--- src/rtl/button_conditioner.sv ---
// Synchronises, debounces and pulse-shapes the three game buttons (bit0 drop, bit1 right, bit2 left).
// Right/left auto-repeat while held; simultaneous right+left pulses cancel each other.
module button_conditioner #(
  parameter int unsigned DEBOUNCE_CYCLES = 250000,
  parameter int unsigned REPEAT_DELAY    = 10000000,
  parameter int unsigned REPEAT_PERIOD   = 3750000,
  parameter logic [2:0]  REPEAT_MASK     = 3'b110
) (
  input  logic       clk,
  input  logic       rst_n,
  input  logic [2:0] btn_raw,
  output logic [2:0] btn_level,
  output logic [2:0] btn_press
);

  localparam int unsigned CW   = $clog2(DEBOUNCE_CYCLES + 1);
  localparam int unsigned RMAX = (REPEAT_DELAY > REPEAT_PERIOD) ? REPEAT_DELAY : REPEAT_PERIOD;
  localparam int unsigned RW   = $clog2(RMAX + 1);

  localparam logic [CW-1:0] DB_LAST  = CW'(DEBOUNCE_CYCLES - 1);
  localparam logic [RW-1:0] RD_LAST  = RW'(REPEAT_DELAY - 1);
  localparam logic [RW-1:0] RP_LAST  = RW'(REPEAT_PERIOD - 1);
  localparam logic [RW-1:0] RC_SAT   = {RW{1'b1}};

  typedef enum logic [1:0] {IDLE, HELD, REPEAT} state_t;

  logic [2:0]    s1, s2;
  logic [CW-1:0] cnt     [3];
  logic [CW-1:0] cnt_nxt [3];
  logic [RW-1:0] rc      [3];
  logic [RW-1:0] rc_nxt  [3];
  state_t        st      [3];
  state_t        st_nxt  [3];
  logic [2:0]    level_nxt;
  logic [2:0]    pulse;
  logic [2:0]    press_nxt;
  logic          conflict;

  always_comb begin
    for (int i = 0; i < 3; i++) begin
      cnt_nxt[i]   = cnt[i];
      rc_nxt[i]    = rc[i];
      st_nxt[i]    = st[i];
      level_nxt[i] = btn_level[i];
      pulse[i]     = 1'b0;

      if (s2[i] == btn_level[i]) begin
        cnt_nxt[i] = '0;
      end else if (cnt[i] == DB_LAST) begin
        level_nxt[i] = s2[i];
        cnt_nxt[i]   = '0;
      end else begin
        cnt_nxt[i] = cnt[i] + CW'(1);
      end

      // The pulse is decided from the next level so it registers alongside the level change.
      case (st[i])
        IDLE: begin
          if (level_nxt[i] && !btn_level[i]) begin
            st_nxt[i] = HELD;
            pulse[i]  = 1'b1;
            rc_nxt[i] = '0;
          end
        end
        HELD: begin
          if (!level_nxt[i]) begin
            st_nxt[i] = IDLE;
            rc_nxt[i] = '0;
          end else if (REPEAT_MASK[i] && rc[i] == RD_LAST) begin
            st_nxt[i] = REPEAT;
            pulse[i]  = 1'b1;
            rc_nxt[i] = '0;
          end else if (rc[i] != RC_SAT) begin
            rc_nxt[i] = rc[i] + RW'(1);
          end
        end
        REPEAT: begin
          if (!level_nxt[i]) begin
            st_nxt[i] = IDLE;
            rc_nxt[i] = '0;
          end else if (rc[i] == RP_LAST) begin
            pulse[i]  = 1'b1;
            rc_nxt[i] = '0;
          end else if (rc[i] != RC_SAT) begin
            rc_nxt[i] = rc[i] + RW'(1);
          end
        end
        default: begin
          st_nxt[i] = IDLE;
          rc_nxt[i] = '0;
        end
      endcase
    end

    // FSMs still advance on a cancelled pulse, so a held pair stays in lockstep and keeps cancelling.
    conflict  = pulse[1] & pulse[2];
    press_nxt = pulse & ~{conflict, conflict, 1'b0};
  end

  always_ff @(posedge clk) begin
    if (!rst_n) begin
      s1        <= '0;
      s2        <= '0;
      btn_level <= '0;
      btn_press <= '0;
      cnt       <= '{default: '0};
      rc        <= '{default: '0};
      st        <= '{default: IDLE};
    end else begin
      s1        <= btn_raw;
      s2        <= s1;
      btn_level <= level_nxt;
      btn_press <= press_nxt;
      cnt       <= cnt_nxt;
      rc        <= rc_nxt;
      st        <= st_nxt;
    end
  end

endmodule

--- config.mk ---
export PLATFORM = sky130hd
export DESIGN_NAME = button_conditioner
export DESIGN_NICKNAME = d
export VERILOG_FILES = /design/src/rtl/button_conditioner.sv
export SDC_FILE = /design/constraint.sdc
export NUM_CORES = 1
export LEC_CHECK = 0
export ABC_CLOCK_PERIOD_IN_PS = 2800
export CAP_MARGIN = 20
export CORE_MARGIN = 2
export CORE_UTILIZATION = 42
export DETAILED_ROUTE_END_ITERATION = 8
export PLACE_DENSITY = 0.59
export SLEW_MARGIN = 20
export SYNTH_ARGS = -nofsm -noshare
export SYNTH_HDL_FRONTEND = slang
export SYNTH_SLANG_ARGS = --single-unit
--- constraint.sdc ---
create_clock -name clk -period 2.8 [get_ports clk]
set_input_delay 0.56 -clock clk [delete_from_list [all_inputs] [get_ports clk]]
set_output_delay 0.56 -clock clk [all_outputs]
set_load 0.005 [all_outputs]
Word-level counts from Yosys, hierarchy flattened
Cells that the tools add are included.
{"block": "op_classes", "n_bitwise": 4, "mux": 55, "eq_ne": 28, "reduce_logical": 16, "addsub": 6}
{"op": "2-to-1 mux 24 bit", "count": 17}
{"op": "one-hot mux 24 bit (3 select lines)", "count": 3}
{"op": "adder 24 x 1 -> 24 bit (second input constant)", "count": 3}
{"op": "equality test 24 x 22 -> 1 bit (second input constant)", "count": 3}
{"op": "!= test 24 bit (second input constant)", "count": 3}
{"op": "adder 18 x 1 -> 18 bit (second input constant)", "count": 3}
{"op": "equality test 18 bit (second input constant)", "count": 3}
{"op": "equality test 24 bit (second input constant)", "count": 2}
{"op": "2-to-1 mux 2 bit", "count": 10}
{"op": "2-to-1 mux 1 bit", "count": 19}
{"op": "!= test 2 bit (second input constant)", "count": 6}
{"op": "one-hot mux 2 bit (3 select lines)", "count": 2}
{"op": "OR reduction 3 bit", "count": 3}
{"op": "equality test 2 x 1 -> 1 bit (second input constant)", "count": 3}
{"op": "equality test 2 bit (second input constant)", "count": 3}
{"op": "logical NOT 2 bit", "count": 3}
{"op": "!= test 3 bit (second input constant)", "count": 2}
{"op": "one-hot mux 1 bit (3 select lines)", "count": 2}
{"op": "AND reduction 3 bit", "count": 2}
{"op": "one-hot mux 2 bit (2 select lines)", "count": 1}
{"op": "AND 3 bit", "count": 1}
{"op": "equality test 1 bit", "count": 3}
{"op": "logical AND 1 bit", "count": 3}
{"op": "logical NOT 1 bit", "count": 3}
{"op": "6 further kinds", "count": 6}
{"block": "totals", "in_bits": 5, "ff_bits": 144, "word_cells": 122}

Depth between registers and ports, before layout
{"block": "logic_depth", "word_depth": 9, "ltp_mapped": 9, "ltp_nobuf": 7}

Least setup slack after synthesis
OpenSTA, ideal clock, no wires.
{"block": "synth_timing", "path_type": "flip-flop to flip-flop", "start": "reg rc[5] (netlist bit)", "end": "reg rc[16] (netlist bit)", "required_ns": 2.669, "setup_slack_ns": 0.538, "setup_time_ns": 0.131, "arrival_ns": 2.130, "stages_incl_launch_ff": 9, "cell_sequence": "dfxtp_1 > or4bb_1 > or4_1 > o21ai_1 > a221oi_2 > buf_4 > buf_2 > a21oi_1 > nor3_1"}
{"block": "synth_via", "elab_chain_len": 5}
{"item": "start: declaration", "line": "30", "text": "logic [RW-1:0] rc [3];"}
{"item": "start signal: assignment", "line": "115", "text": "rc <= rc_nxt;"}
{"item": "adder 24 x 1 -> 24 bit / != test 24 bit (equally long branches)"}
{"item": "2-to-1 mux 24 bit", "line": "73, 84"}
{"item": "2-to-1 mux 24 bit, on equally long branches", "line": "81, 69"}
{"item": "2-to-1 mux 24 bit, on equally long branches", "line": "78, 66"}
{"item": "one-hot mux 24 bit (3 select lines) (*)", "line": "57", "text": "case (st[i])"}
Every way passes the cells marked *; elsewhere a longest branch is shown, timed or not.
A chain may end at the register's enable or synchronous reset.

Worst setup path in the final report
{"block": "layout_timing", "start": "reg cnt[5] (netlist bit)", "end": "reg rc[10] (netlist bit)"}
{"block": "layout_via", "elab_chain_len": 5}
{"item": "start: declaration", "line": "28", "text": "logic [CW-1:0] cnt [3];"}
{"item": "start signal: assignment", "line": "114", "text": "cnt <= cnt_nxt;"}
{"item": "equality test 18 bit (*)", "line": "49", "text": "end else if (cnt[i] == DB_LAST) begin"}
{"item": "2-to-1 mux 1 bit (*)", "line": "49"}
{"item": "2-to-1 mux 1 bit (*)", "line": "47", "text": "if (s2[i] == btn_level[i]) begin"}
{"item": "2-to-1 mux 24 bit, or another cell as far along", "line": "78", "text": "if (!level_nxt[i]) begin"}
{"item": "one-hot mux 24 bit (3 select lines) / != test 2 bit (equally long branches)"}
Marked as above.

==> reports/metrics.csv <==
metric;value;unit
drc;0;
syn_area;6320;um^2
grt_pass1_vias;5231;
drive_gt1_frac;0.0886;
dp.cells;965;
synth_nets;801;
drv_slew;0;
clock_latency;0.42;ns
syn_inst;783;
finalCriticalPeriod;2.61;ns
grt_busiest_layer;met2;
outcome;complete, no violations;
worst-path-max-fanout;16;
cts_resized;0;
swShare;0.227;
worstMarginPinSlew;0.649;ns
wl_per_cell;14.7;um
coreArea;14600;um^2
via_per_inst;5.73;
antenna_found_initial;0;
cp-end-kind;flop;
io-pin-count;11;
cp.required;3.09;ns
p_int;0.00294;W
synth_top_family_by_area;simple AND/OR/NAND/NOR gates;
synth.avg_cell_area;8.07;um^2
grt_overflow_total;0;
hold_viol;0;
cts-root-buf;clkbuf_16;
cp_num_buf_inv;1;
maxSlewHeadroom;0.565;
crit_family;simple AND/OR/NAND/NOR gates;
whs;0.432;ns
power_switching;0.000862;W
comb_power_share;0.012;
rsz0062_at_grt;false;
wirelength;14.6;mm
cellLeakagePower;2.33;nW
synth.area.mux_share;0.0103;
nets;818;
die_h;127;um
cts_buffers;17;
num_rows;44;
synth_edf_count;0;
cts_tree;yes;
yosysSeqAreaShare;0.377;
setup_slack;0.187;ns
start_util;0.433;
ant_nets;0;
ctsHoldBuffers;0;
setup_violations;0;
globalplace.congestion;0.925;
yosys.area_share.simple;0.376;
met1_usage;0.247;
use_met2;0.292;
grt_usage;0.186;
grt_pass1_wl;24.7;mm
drtPass1Iterations;4;
worstPathCellList;or4_4, or3_4, o21ai_0, a221oi_2, buf_4, o21ai_2, nor2_1;
min_period_over_period;0.933;
hold_path.class;reg2reg;
vias;5713;
grt_util_met3;0.0493;
synth_xor_area_frac;0.0873;
initialDrtViolationCount;492;
dieArea;16000;um^2
post_cts_buffers;0;
dp_slack;0.229;ns
clkPwrFrac;0.540;
grt_max_degree;34;
yosysWarnings;0;
fillers;1394;
hpwlAfterDp;10.0;mm
diodes;0;
slowest_stage;or4_4;
clock_skew;0.0136;ns
final_cell_count_no_fill;997;
synth_fa_ha_area_frac;0.0257;
maxCapViolCount;0;
cp_slowest_stage_delay;0.56;ns
critical_path_class;reg2reg;
power.total;0.00380;W
p_per_area;526;nW/um^2
htreeDepth;4;
start_kind;flop;
cts_max_path_buffers;2;
cts.sinks;119;
cp.arrival;2.90;ns
port_buffers;10;
die_x;127;um
clk_pin_slew;0.06;ns
syn2layout_area_growth;14.4;%
async_reset_ff_frac;0;
ir_drop;0.444;mV
synth-compound-area-share;0.0877;
synth.distinct_cells;58;
p_seq_frac;0.448;
max_freq;0.383;GHz
setup_tns;0;ns
synth_ff_type;dfxtp_1;
ys_seq_elements;119;
## layout make-up
| cell class | instances | area [um^2] | area share |
|---|---|---|---|
| multi-input combinational | 610 | 3710 | 0.513 |
| sequential | 119 | 2380 | 0.330 |
| clock buffer | 18 | 429 | 0.0594 |
| timing repair buffer | 34 | 280 | 0.0388 |
| tap | 184 | 230 | 0.0319 |
| clock inverter | 14 | 128 | 0.0177 |
| inverter | 18 | 67.6 | 0.00935 |
## power by group through the flow
stage | Combinational, W | Sequential, W | Clock [W]
after floorplan | 0.0000289 | 0.00174 | 0
after global placement | 0.0000466 | 0.00174 | 0
after detailed placement | 0.0000472 | 0.00174 | 0
after CTS | 0.0000473 | 0.00170 | 0.00211
after global routing | 0.0000517 | 0.00170 | 0.00219
final | 0.0000467 | 0.00170 | 0.00205
## logic make-up after synthesis
kind of cell,Yosys count
AOI/OAI and AO/OA,84
DFF,119
and+or+nand+nor,444
adders and majority gates,13
xor gates and xnor gates,63
buffers and inverters,54
muxes,6
## metrics by stage
step | cell area [um^2] | util
after floorplan | 6320 | -
after global placement | 6670 | 0.457
after detailed placement | 6670 | 0.457
after CTS | 7230 | 0.495
after global routing | 7230 | 0.495
final | 7230 | 0.495
## synthesized netlist by cell type (2+ instances only)
cell type  instances  share of area
nand4b_1           6         0.0083
and4b_1            2         0.0032
or4bb_1            2         0.0036
o2111ai_1          6         0.0083
nor3b_1            5         0.0059
a221oi_2           2         0.0048
o211ai_1           3         0.0036
or4b_1             6         0.0095
mux2_2             4         0.0071
or3_1             10         0.0099
or2_2              3         0.0030
ha_1              13          0.026
and3_1            23          0.023
dfxtp_1          119           0.38
nand4_1           30          0.030
buf_4              2         0.0024
nand3_1           79          0.063
nand2_1           77          0.046
nand2b_1           6         0.0059
nor4bb_1           3         0.0048
and2_1            10         0.0099
a21oi_1           15          0.012
or4_1              6         0.0071
xor2_1            36          0.050
clkbuf_1          25          0.015
inv_1             18          0.011
o21ai_1            2         0.0016
a31oi_1           19          0.019
nor4b_1           11          0.015
nor2b_1            6         0.0059
o31ai_1            4         0.0048
buf_2              7         0.0055
nor2_1            97          0.058
a211oi_1           2         0.0024
xnor2_1           27          0.037
nor3_1            22          0.017
mux2i_1            2         0.0032
and4_1             5         0.0069
nand3b_1           4         0.0048
nor4_1            26          0.026
o21ai_0           21          0.017
## registers in the layout (all words and copies together), names as in the netlist
name       flops
s1             3
btn_press      3
btn_level      3
s2             3
st             5
rc            48
cnt           54
## final timing paths
kind,from,to,slack (ns),cells past startpoint
setup / recovery,cnt[5],rc[10],0.19,7
hold reg to reg,s1[2],s2[2],0.43,1
setup reg to reg,cnt[5],rc[10],0.19,7
hold / removal,s1[2],s2[2],0.43,1
## placed cells by master, fill, tap and decap left out, types with 22 or more instances in the layout
cell type	count
and3_1	23
buf_4	24
dfxtp_1	119
nand2_1	77
nand3_1	79
nand4_1	30
nor2_1	97
nor3_1	22
nor4_1	26
xnor2_1	27
xor2_1	36
## routing by layer
metal | wire [um] | up-vias
met1 | 7150 | 2700
met2 | 6640 | 127
met4 | 240 | 0
met3 | 603 | 21
met5 | 0 | -
li1 | - | 2865
No activity file was read; power rests on OpenSTA's default activity.
